## src/rtl/fifo_reader.sv

```systemverilog
// ---------------------------------------------------------------------------
// fifo_reader
//   Drain-side companion to the dual-clock BRAM FIFO. Issues reads on the
//   FIFO read port and absorbs its one-cycle registered read latency. Each
//   WIDTH-bit word (WIDTH = OUTW*RATIO) is serialized into RATIO beats of
//   OUTW bits on a valid/ready stream.
//
//   Optional build macro: FIFO_READER_MSBFIRST_EN
//     undefined : beat k = wbuf[k*OUTW +: OUTW]           (LSB slice first)
//     defined   : beat k = wbuf[(RATIO-1-k)*OUTW +: OUTW] (MSB slice first)
//
// Ports
//   clk_i         read-side clock (same as the FIFO's clk_read_i)
//   rst_i         asynchronous reset, active low
//   fifo_read_o   read strobe to FIFO read_i
//   fifo_data_i   FIFO data_o, valid the cycle after a read strobe
//   fifo_empty_i  FIFO empty_o
//   data_o        current beat (0 while no word is held)
//   valid_o       data_o holds a valid beat
//   ready_i       consumer accepts the beat when valid_o && ready_i
//   busy_o        a read is in flight or a word is still held
// ---------------------------------------------------------------------------
module fifo_reader #(
  parameter int OUTW  = 8,
  parameter int RATIO = 4
) (
  input  logic                  clk_i,
  input  logic                  rst_i,
  output logic                  fifo_read_o,
  input  logic [OUTW*RATIO-1:0] fifo_data_i,
  input  logic                  fifo_empty_i,
  output logic [OUTW-1:0]       data_o,
  output logic                  valid_o,
  input  logic                  ready_i,
  output logic                  busy_o
);

  localparam int WIDTH = OUTW * RATIO;
  localparam int CW    = (RATIO > 1) ? $clog2(RATIO) : 1;
  localparam logic [CW-1:0] LAST = CW'(RATIO - 1);

  // IDLE: nothing held; WAIT: read issued last cycle (pend);
  // SHIFT: word held in wbuf (full). pend and full are never both set.
  typedef enum logic [1:0] {
    S_IDLE  = 2'd0,
    S_WAIT  = 2'd1,
    S_SHIFT = 2'd2
  } state_e;

  state_e            state_q, state_d;
  logic [WIDTH-1:0]  wbuf_q, wbuf_d;
  logic [CW-1:0]     cnt_q, cnt_d;

  logic              pend;
  logic              full;
  logic              fire;
  logic              lastfire;
  logic              rd;
  logic [OUTW-1:0]   beat;

  assign pend     = (state_q == S_WAIT);
  assign full     = (state_q == S_SHIFT);
  assign fire     = full && ready_i;
  assign lastfire = fire && (cnt_q == LAST);

  // Next word is fetched in the same cycle the last beat leaves, so a
  // continuously non-empty FIFO yields a single bubble cycle between words.
  // Gating on rst_i keeps the strobe low while reset is asserted.
  assign rd = rst_i && !fifo_empty_i && !pend && (!full || lastfire);

  always_comb begin
    state_d = state_q;
    wbuf_d  = wbuf_q;
    cnt_d   = cnt_q;
    case (state_q)
      S_IDLE: begin
        if (rd) state_d = S_WAIT;
      end
      S_WAIT: begin
        // FIFO output register now holds the word requested last cycle.
        wbuf_d  = fifo_data_i;
        cnt_d   = '0;
        state_d = S_SHIFT;
      end
      S_SHIFT: begin
        if (lastfire) begin
          cnt_d   = '0;
          state_d = rd ? S_WAIT : S_IDLE;
        end else if (fire) begin
          cnt_d = cnt_q + CW'(1);
        end
      end
      default: begin
        state_d = S_IDLE;
        cnt_d   = '0;
      end
    endcase
  end

  // Beat selection: scan instead of a computed part-select so any RATIO
  // (power of two or not) maps cleanly.
  always_comb begin
    beat = '0;
    for (int k = 0; k < RATIO; k++) begin
      if (cnt_q == CW'(k)) begin
`ifdef FIFO_READER_MSBFIRST_EN
        beat = wbuf_q[(RATIO-1-k)*OUTW +: OUTW];
`else
        beat = wbuf_q[k*OUTW +: OUTW];
`endif
      end
    end
  end

  // ---- register stage ----
  always_ff @(posedge clk_i or negedge rst_i) begin
    if (!rst_i) begin
      state_q <= S_IDLE;
      wbuf_q  <= '0;
      cnt_q   <= '0;
    end else begin
      state_q <= state_d;
      wbuf_q  <= wbuf_d;
      cnt_q   <= cnt_d;
    end
  end

  assign fifo_read_o = rd;
  assign valid_o     = full;
  assign data_o      = full ? beat : '0;
  assign busy_o      = pend || full;

endmodule

```

## config.mk

```make
export PLATFORM = sky130hd
export DESIGN_NAME = fifo_reader
export DESIGN_NICKNAME = d
export VERILOG_FILES = /design/src/rtl/fifo_reader.sv
export SDC_FILE = /design/constraint.sdc
export NUM_CORES = 1
export LEC_CHECK = 0
export ABC_AREA = 1
export CORE_ASPECT_RATIO = 0.8
export CORE_MARGIN = 4
export CORE_UTILIZATION = 30
export CTS_CLUSTER_SIZE = 20
export DETAILED_ROUTE_END_ITERATION = 8
export PLACE_DENSITY = 0.5
export SLEW_MARGIN = 20
export SYNTH_ARGS = -nofsm -noshare
export SYNTH_HDL_FRONTEND = slang
export SYNTH_SLANG_ARGS = --single-unit
```

## constraint.sdc

```tcl
create_clock -name clk_i -period 4.5 [get_ports clk_i]
set_clock_uncertainty 0.2 [all_clocks]
set_input_delay 0.675 -clock clk_i [delete_from_list [all_inputs] [get_ports clk_i]]
set_output_delay 0.675 -clock clk_i [all_outputs]
set_load 0.02 [all_outputs]
```

# After elaboration in Yosys (flattened, before gate mapping)

Cells that the tools add are included.

Bits in writable memories: 0
ROM bits: 0
Latch bits: 0
Register bits after elaboration: 36
Memories kept: 0

Bitwise gates (word level): 1
Divide/modulo/power cells: 0
Multiplexer cells: 12
Shift operators: 0
Equality and inequality tests: 8
Order comparisons: 0
Add/subtract/negate cells: 1
Multiply operators: 0
Reductions and logical operators: 14

Operators with widths:

| kind                                                                  | count |
|---|---|
| 8-bit two-way mux                                                     | 5 |
| 2-bit two-way mux                                                     | 4 |
| 2-bit equality test, second input constant                            | 3 |
| 2-bit one-hot mux with 3 select lines                                 | 1 |
| 1-bit logical AND                                                     | 5 |
| 2-bit by 1-bit equality test with 1-bit output, second input constant | 2 |
| 2-bit zero test                                                       | 2 |
| 2-bit one-hot mux with 2 select lines                                 | 1 |
| 2-bit AND reduction                                                   | 2 |
| 1-bit zero test                                                       | 3 |
| 3-bit by 1-bit != test with 1-bit output, second input constant       | 1 |
| 2-bit by 1-bit adder with 2-bit output, second input constant         | 1 |
| 1-bit logical OR                                                      | 2 |
| 2-bit by 1-bit != test with 1-bit output, second input constant       | 1 |
| 2-bit != test, second input constant                                  | 1 |
| 1-bit two-way mux                                                     | 1 |
| 1-bit inverter                                                        | 1 |

# Longest topological paths before layout

Gate-level depths: netlist (run 1).

Word-level depth: 8
Gate-level depth with buffers: 9
Mapped depth without buffers: 9

# Worst setup path before layout (run 1)

OpenSTA, ideal clock, no wires.

Kind: register -> output
Start point: reg state_q[0]
End point: out data_o[0]
Cell stages (with the launch flop): 6
Path slack: 2.131 ns
Path buffers: 1
Arrival: 1.494 ns
Path through: dfrtp_1 > inv_1 > ha_1 > buf_2 > o21ai_0 > a21oi_1

Word-level cells in the longest chain between the ends: 2

RTL lines:

| what                     | line | source |
|---|---|---|
| start: declaration       | 50   | `state_e state_q, state_d;` |
| start signal: assignment | 122  | `state_q <= state_d;` |
| 2-bit equality test      | 62   | `assign full = (state_q == S_SHIFT);` |
| net valid_o              | 33   | `output logic valid_o,` |
| 8-bit two-way mux        | 130  | `assign data_o = full ? beat : '0;` |
| end: declaration         | 32   | `output logic [OUTW-1:0] data_o,` |

The timed path passes the listed nets, and every way through them passes these cells.

# Final worst setup path (run 1)

Start point: reg state_q[0]
End point: out data_o[2]

Word-level cells in the longest chain between the ends: 2

RTL lines:

| what                | line |
|---|---|
| 2-bit equality test | 62 |
| 8-bit two-way mux   | 130 |

No other way between the ends.

==> flow_summary_export.csv, run 1 <==
group,metric,value,unit
pwr,leakage,1.07,nW
timing,tightest_slew,0.490,ns
yosys,synthSimpleGateAreaFrac,11.2,%
timing,max_freq,311,MHz
clock_tree,cts_buffers,5,
layout,stdcell_count,326,
timing,finalHoldViolCount,0,
floorplanning,initial_core_util,31.1,%
yosys,synth.largest_area_cell,"dfrtp_1",
clock_tree,holdBufCountCts,0,
timing,finalMaxSlewViolations,0,
yosys,synth-adder-area-share,6.05,%
yosys,syn-num-nets,245,
setup_path,arrival,2.34,ns
pwr,power.total,1.58,mW
detailed_routing,drtIter0Drc,97,
placed_design,dpl-instance-area,2360,sq um
clock_tree,clk_path_buf_depth,2,
detailed_routing,drc,0,
setup_path,critical_path_class,"register to output pin",
detailed_routing,routed_wl,4.45,mm
layout,fin_nets,290,
detailed_routing,dr.pass1.iters,4,
clock_tree,h-tree-depth,2,
clock_tree,clk_pin_slew,0.07,ns
yosys,syn_area,1860,sq um
yosys,synth_xor_area_share,0,%
yosys,ys_ff_latch,36,
clock_tree,clk_latency,0.28,ns
detailed_routing,avgRoutedWirePerCell,13.6,microns
clock_tree,post_cts_buffers,0,
floorplanning,pin_count,47,
layout,num_antenna_cells,0,
setup_path,critPathLaunch,"state_q[0]",
timing,finalCritPeriodShare,71.4,%
pwr,ir_drop,0.242,mV
clock_tree,tritoncts,"built",
outcome,status,"complete, no violations",
global_route,grt_usage,12.6,%
min_path,hold_path_class,"primary input to asynchronous set/reset pin",
setup_path,critPathLaunchType,"register",
global_route,grt_use_met2,16.0,%
timing,tns,0,ns
yosys,synthMuxAreaShare,10.9,%
yosys,netlist-cell-type-count,16,
yosys,synth_area_per_cell,9.30,sq um
layout,fillers,611,
floorplanning,design.core.area,5970,sq um
layout,final_cell_area,2450,sq um
timing,setup_viol,0,
timing,slew_headroom,67.3,%
global_route,met1_usage,19.6,%
setup_path,critical_path_required,3.62,ns
global_route,grt_pass1_wl,7.17,mm
layout,final_cell_mix,"clkdlybuf4s50_1, dfrtp_1, nand2_1",
yosys,ys_warn_count,0,
timing,holdWs,0.291,ns
timing,rsz0062_at_grt,"no",
yosys,syn_inst,200,
placed_design,post-place-cells,319,
layout,mostFrequentLayoutCell,"clkdlybuf4s50_1",
layout,drive_gt1_share,13.5,%
yosys,synth_compound_area_share,14.1,%
layout,seq_area,901,sq um
detailed_routing,viasPerCell,4.46,
yosys,synth-seq-area-share,48.4,%
clock_tree,cts_root_buf,"clkbuf_8",
pwr,cellPowerDensity,646,nW/um^2
detailed_routing,ant_nets,0,
global_route,overflow,0,
flow_run,maxCapViolCount,0,
floorplanning,die_h,78.4,microns
placed_design,dpl.hpwl,3.29,mm
timing,fin_crit,3.21,ns
global_route,grt_pass1_vias,1437,
yosys,synth_top_family_by_area,"compound AO/OA/AOI/OAI gates",
setup_path,worstSetupEndpointType,"output pin",
global_route,grt_busiest_layer,"met1",
layout,area_delta_synth_final,31.9,%
global_route,antenna_found_initial,0,
detailed_routing,via_count,1454,
timing,layout_setup_ws,1.29,ns
clock_tree,cts_sinks,36,
yosys,synth_area_leaders,"dfrtp_1, mux2_2, o21ai_0",
layout,final_util,41.1,%
setup_path,r2r_start,"state_q[1]",
placed_design,pre_cts_slack,1.49,ns
clock_tree,cts_resized,0,
setup_path,critPathMaxFanout,15,
layout,multi_input_area,785,sq um
floorplanning,die_w,96.0,microns
floorplanning,die-area,7530,sq um
global_route,grtUsageMet3,4.21,%
placed_design,gp_congestion,0.774,
floorplanning,num_rows,25,
global_route,grt_max_degree,48,
yosys,synth_top_area_share,48.4,%
placed_design,portBuffers,46,
[cells by family after synthesis]
kind of cell	count (synthesis)
buffers and inverters	36
muxes	18
DFF	36
and+or+nand+nor	50
adders and majority gates	9
AOI/OAI and AO/OA	51
[layout make-up]
cell class,count,area share (%)
clock buffers,7,3.93
inverters,26,4.08
multi-input cells,128,32.0
flip-flops and latches,36,36.7
well taps,81,4.13
repair buffers,48,19.2
[synthesized netlist by cell type]
cell type  count
inv_4          1
nand3_1       10
o21ai_0       30
mux2_2        18
nor2_2         2
nand2_1       33
ha_1           9
buf_2          6
buf_6          4
dfrtp_1       36
o21ai_2        1
nor2_1         4
inv_1         25
a21oi_1       19
o211ai_1       1
nand2_2        1
[final timing paths]
check | slack (ns) | to | cells past startpoint
max | 1.29 | data_o[2] | 5
max in group asynchronous | 3.48 | cnt_q[1] | 2
min in group clk_i | 0.30 | wbuf_q[31] | 1
min reg2reg | 0.30 | wbuf_q[31] | 1
min | 0.29 | wbuf_q[10] | 2
max reg2reg | 2.66 | wbuf_q[22] | 4
[registers in the layout, summed over array words and instances (netlist names)]
signal / flops
cnt_q: 2
wbuf_q: 32
state_q: 2
[worst max-delay path, stage by stage (launching register included)]
cell and delay, ns:
dfrtp_1 0.42, inv_1 0.10, ha_1 0.46, o21ai_0 0.24
a21oi_1 0.20, clkdlybuf4s50_1 0.63
[power breakdown]
part | total [mW] | internal [mW] | switching, mW
combinational | 0.771 | 0.336 | 0.435
sequential | 0.566 | 0.488 | 0.0787
clock | 0.247 | 0.136 | 0.110
[routing by layer]
layer  wire length [microns]  up-vias
met3                     349        6
met1                    2320      676
li1                        -      737
met4                      57        0
met2                    1720       35
met5                       0        -
Power figures use the tool's default switching activity.
==> run 2, diff against run 1 <==
Clock period 4.5 ns to 3.2 ns, I/O delays scaled along.
==> flow_summary_export.csv, run 2 (same netlist as run 1, synthesis figures left out) <==
group,metric,value,unit
placed_design,dpl-instance-area,2360,sq um
global_route,overflow,0,
pwr,p_int,1.31,mW
pwr,cellPowerDensity,896,nW/um^2
timing,finalMaxSlewViolations,0,
timing,fin_crit,2.99,ns
layout,final_cell_mix,"clkdlybuf4s50_1, dfrtp_1, nand2_1",
clock_tree,h-tree-depth,2,
clock_tree,tritoncts,"built",
layout,area_delta_synth_final,31.0,%
detailed_routing,viasPerCell,4.53,
setup_path,crit_slowest_cell,"clkdlybuf4s50_1",
timing,setup_viol,0,
detailed_routing,avgRoutedWirePerCell,13.9,microns
placed_design,post-place-cells,319,
placed_design,gp_congestion,0.746,
layout,drive_gt1_share,13.9,%
clock_tree,clk_pin_slew,0.07,ns
clock_tree,clk_path_buf_depth,2,
setup_path,critPathMaxFanout,9,
layout,final_cell_area,2440,sq um
floorplanning,initial_core_util,31.1,%
timing,holdWs,0.112,ns
timing,tightest_slew,0.486,ns
setup_path,critical_path_class,"register to output pin",
pwr,power.total,2.18,mW
setup_path,critPathLaunchType,"register",
min_path,hold_path_class,"primary input to asynchronous set/reset pin",
timing,rsz0062_at_grt,"no",
placed_design,dpl.hpwl,3.37,mm
layout,largest_register_ff_count,32,
floorplanning,pin_count,47,
setup_path,arrival,2.31,ns
clock_tree,cts_sinks,36,
pwr,power.share.combinational,49.7,%
clock_tree,holdBufCountCts,0,
timing,finalCritPeriodShare,93.4,%
detailed_routing,drc,0,
setup_path,worstSetupEndpointType,"output pin",
global_route,grt_pass1_wl,7.34,mm
timing,slew_headroom,67.6,%
detailed_routing,drtIter0Drc,83,
detailed_routing,via_count,1477,
global_route,grt_usage,13.0,%
floorplanning,num_rows,25,
flow_run,maxCapViolCount,0,
floorplanning,die_h,78.4,microns
setup_path,worst_path_most_repeated_cell,"inv_1",
timing,finalHoldViolCount,0,
floorplanning,die_w,96.0,microns
placed_design,portBuffers,46,
detailed_routing,routed_wl,4.53,mm
layout,top_regs,"wbuf_q: 32 flops, cnt_q: 2 flops, state_q: 2 flops",
clock_tree,cts_buffers,5,
floorplanning,design.core.area,5970,sq um
global_route,grt_max_degree,48,
detailed_routing,ant_nets,0,
setup_path,path_cells,"inv_1 -> ha_1 -> inv_1 -> o21ai_0 -> nand3_1 -> a21oi_1 -> clkdlybuf4s50_1",
outcome,status,"complete, no violations",
pwr,clkPwrFrac,13.7,%
pwr,leakage,1.06,nW
layout,stdcell_count,326,
clock_tree,clk_latency,0.29,ns
global_route,antenna_found_initial,0,
setup_path,worst_path_largest_cell_delay,0.64,ns
layout,mostFrequentLayoutCell,"clkdlybuf4s50_1",
pwr,ir_drop,0.398,mV
pwr,p_sw_share,40.2,%
floorplanning,die-area,7530,sq um
timing,tns,0,ns
clock_tree,post_cts_buffers,0,
layout,fillers,605,
timing,max_freq,335,MHz
pwr,p_switching,0.877,mW
layout,fin_nets,290,
pwr,power_frac_seq,36.6,%
layout,num_antenna_cells,0,
global_route,grt_pass1_vias,1468,
setup_path,critical_path_required,2.52,ns
detailed_routing,dr.pass1.iters,4,
layout,largest_register,"wbuf_q",
clock_tree,cts_root_buf,"clkbuf_8",
## run 2: cell count changes in the layout (fill, tap and decap cells not counted)
cell | before | now
clkbuf_1 | 0 | 1
ha_2 | 0 | 1
inv_1 | 25 | 24
clkbuf_8 | 7 | 5
clkinv_2 | 0 | 1
inv_2 | 0 | 1
ha_1 | 9 | 8
## run 2: routing by layer
| layer | up-vias | routed length [microns] | part of all wire, % | global-route usage, % |
|---|---|---|---|---|
| li1 | 736 | - | - | - |
| met1 | 699 | 2250 | 50 | 19.6 |
| met2 | 35 | 1910 | 42 | 17.6 |
| met3 | 7 | 311 | 6.9 | 3.64 |
| met4 | 0 | 59 | 1.3 | 4.26 |
| met5 | - | 0 | 0 | 0 |
## run 2: what timing repair did
action,4_1_cts,5_1_grt
endpoints found under the setup margin,0,2
hold endpoints to repair,0,0
resized for setup,0,2
## run 2: cell type report
cell class | count | area (sq um) | area share (%)
clock buffers | 6 | 72.6 | 2.98
multi-input cells | 128 | 787 | 32.3
clock inverters | 1 | 5.00 | 0.205
well taps | 81 | 101 | 4.16
repair buffers | 48 | 470 | 19.3
inverters | 26 | 100 | 4.11
flip-flops and latches | 36 | 901 | 37.0
## run 2: worst max-delay path, delay by kind of cell, from the launching register on
family          cells  cell delay [ns]
compound gates      2             0.31
fa+ha+maj           1             0.30
buf+inv             3             0.93
flops               1             0.40
simple gates        1             0.09
## run 2: path summary, 6_finish.rpt
path                             from          to  slack [ns]  cells after the start
setup / recovery             cnt_q[1]   data_o[7]        0.21                      7
max in group asynchronous       rst_i  wbuf_q[22]        2.35                      2
setup reg to reg           state_q[1]  wbuf_q[22]        1.35                      4
min in group clk_i         wbuf_q[24]  wbuf_q[24]        0.31                      1
hold reg to reg            wbuf_q[24]  wbuf_q[24]        0.31                      1
hold / removal                  rst_i  wbuf_q[15]        0.11                      2
## run 2: per-stage QoR
step | util (%) | worst slack, ns
4_1_cts | 40.8 | 0.138
5_1_grt | 40.8 | 0.00376
3_5_place_dp | 39.5 | 0.468
2_1_floorplan | - | 1.03
3_3_place_gp | 39.5 | 0.460
6_report | 40.8 | 0.211
## run 2: power groups by stage
stage / sequential (mW) / clock [mW] / combinational (mW)
2_1_floorplan: 0.767 / 0 / 0.813
6_report: 0.800 / 0.299 / 1.09
3_5_place_dp: 0.808 / 0 / 1.10
4_1_cts: 0.800 / 0.318 / 1.10
3_3_place_gp: 0.804 / 0 / 1.09
5_1_grt: 0.828 / 0.336 / 1.23
==> run 3, diff against run 2 <==
Settings changed: MAX_ROUTING_LAYER set to met4.
Clock period 3.2 ns to 3.3 ns, I/O delays scaled along.
==> flow_summary_export.csv, run 3 (same netlist as run 1, synthesis figures left out) <==
group,metric,value,unit
placed_design,portBuffers,46,
detailed_routing,routed_wl,4.44,mm
pwr,cellPowerDensity,872,nW/um^2
min_path,hold_path_class,"primary input to asynchronous set/reset pin",
timing,max_freq,333,MHz
layout,multi_input_area,785,sq um
clock_tree,cts_resized,0,
detailed_routing,ant_nets,0,
detailed_routing,drtIter0Drc,50,
layout,area_delta_synth_final,31.5,%
placed_design,gp_congestion,0.781,
global_route,grt_use_met2,16.2,%
layout,largest_register_ff_count,32,
setup_path,worstSetupEndpointType,"output pin",
clock_tree,post_cts_buffers,0,
layout,final_cell_mix,"clkdlybuf4s50_1, dfrtp_1, nand2_1",
pwr,leakage,1.07,nW
setup_path,critPathLaunchType,"register",
global_route,met1_usage,19.1,%
outcome,status,"complete, no violations",
timing,finalMaxSlewViolations,0,
flow_run,maxCapViolCount,0,
clock_tree,holdBufCountCts,0,
detailed_routing,viasPerCell,4.39,
global_route,grtUsageMet3,2.97,%
global_route,grt_usage,12.7,%
global_route,antenna_found_initial,0,
clock_tree,cts_sinks,36,
timing,slew_headroom,68.0,%
floorplanning,die_w,96.0,microns
setup_path,critical_path_required,2.60,ns
timing,tns,0,ns
clock_tree,tritoncts,"built",
layout,drive_gt1_share,13.0,%
floorplanning,die_h,78.4,microns
floorplanning,die-area,7530,sq um
clock_tree,clk_pin_slew,0.07,ns
detailed_routing,avgRoutedWirePerCell,13.6,microns
timing,finalHoldViolCount,0,
timing,finalCritPeriodShare,90.9,%
layout,largest_register,"wbuf_q",
timing,setup_viol,0,
global_route,grt_busiest_layer,"met1",
layout,top_regs,"wbuf_q: 32 flops, cnt_q: 2 flops, state_q: 2 flops",
global_route,grt_max_degree,48,
floorplanning,initial_core_util,31.1,%
global_route,grt_pass1_vias,1445,
floorplanning,pin_count,47,
clock_tree,cts_buffers,5,
layout,num_antenna_cells,0,
clock_tree,h-tree-depth,2,
setup_path,arrival,2.31,ns
setup_path,critical_path_class,"register to output pin",
timing,tightest_slew,0.480,ns
global_route,grt_pass1_wl,7.02,mm
clock_tree,cts_root_buf,"clkbuf_8",
detailed_routing,drc,0,
floorplanning,design.core.area,5970,sq um
timing,fin_crit,3.00,ns
pwr,ir_drop,0.366,mV
pwr,power.total,2.13,mW
timing,rsz0062_at_grt,"no",
detailed_routing,via_count,1436,
setup_path,critPathMaxFanout,15,
floorplanning,num_rows,25,
clock_tree,clk_latency,0.29,ns
layout,fillers,631,
global_route,overflow,0,
layout,fin_nets,290,
placed_design,dpl.hpwl,3.34,mm
detailed_routing,dr.pass1.iters,4,
clock_tree,clk_path_buf_depth,2,
layout,seq_area,901,sq um
layout,mostFrequentLayoutCell,"clkdlybuf4s50_1",
## run 3: cell count changes in the layout (fill, tap and decap cells not counted), sizes merged
cell	change
clkbuf	+2
clkinv	-1
## run 3: routing by layer
metal	up-vias	wire, microns
met3	5	247
met4	0	60
met1	662	2340
met5	-	0
li1	738	-
met2	31	1790
## run 3: report_power, final
group	switching (mW)	total [mW]	internal (mW)
Combinational	0.582	1.04	0.457
Sequential	0.115	0.780	0.666
Clock	0.145	0.315	0.170
Total	0.842	2.13	1.29
## run 3: final cells by class
cell class                      count  share of cell area [%]
Sequential cell                    36                    36.8
Timing Repair Buffer               48                    19.2
Multi-Input combinational cell    128                    32.1
Tap cell                           81                    4.14
Inverter                           26                    4.09
Clock buffer                        8                    3.68
## run 3: path summary, 6_finish.rpt
path | slack (ns) | start | cells past startpoint | to
setup reg to reg | 1.45 | state_q[1] | 4 | wbuf_q[22]
setup / recovery | 0.30 | state_q[0] | 5 | data_o[3]
min in group clk_i | 0.31 | wbuf_q[26] | 1 | wbuf_q[26]
hold / removal | 0.13 | rst_i | 2 | wbuf_q[3]
max in group asynchronous | 2.43 | rst_i | 2 | wbuf_q[14]
hold reg to reg | 0.31 | wbuf_q[26] | 1 | wbuf_q[26]
## run 3: critical path, cell delays in order, from the launching register on
cell             delay [ns]
dfrtp_1                0.43
inv_1                  0.10
ha_1                   0.43
o21ai_0                0.24
a21oi_1                0.19
clkdlybuf4s50_1        0.62
## run 3: stage by stage
| stage | worst slack, ns | instance area [sq um] | hold slack, ns | utilization, % | cells |
|---|---|---|---|---|---|
| after floorplan | 1.11 | 1860 | -0.000591 | - | 200 |
| after global placement | 0.593 | 2360 | 0.289 | 39.5 | 319 |
| after detailed placement | 0.588 | 2360 | 0.304 | 39.5 | 319 |
| after CTS | 0.267 | 2450 | 0.139 | 41.0 | 327 |
| after global routing | 0.140 | 2450 | 0.158 | 41.0 | 327 |
| final | 0.300 | 2450 | 0.125 | 41.0 | 327 |
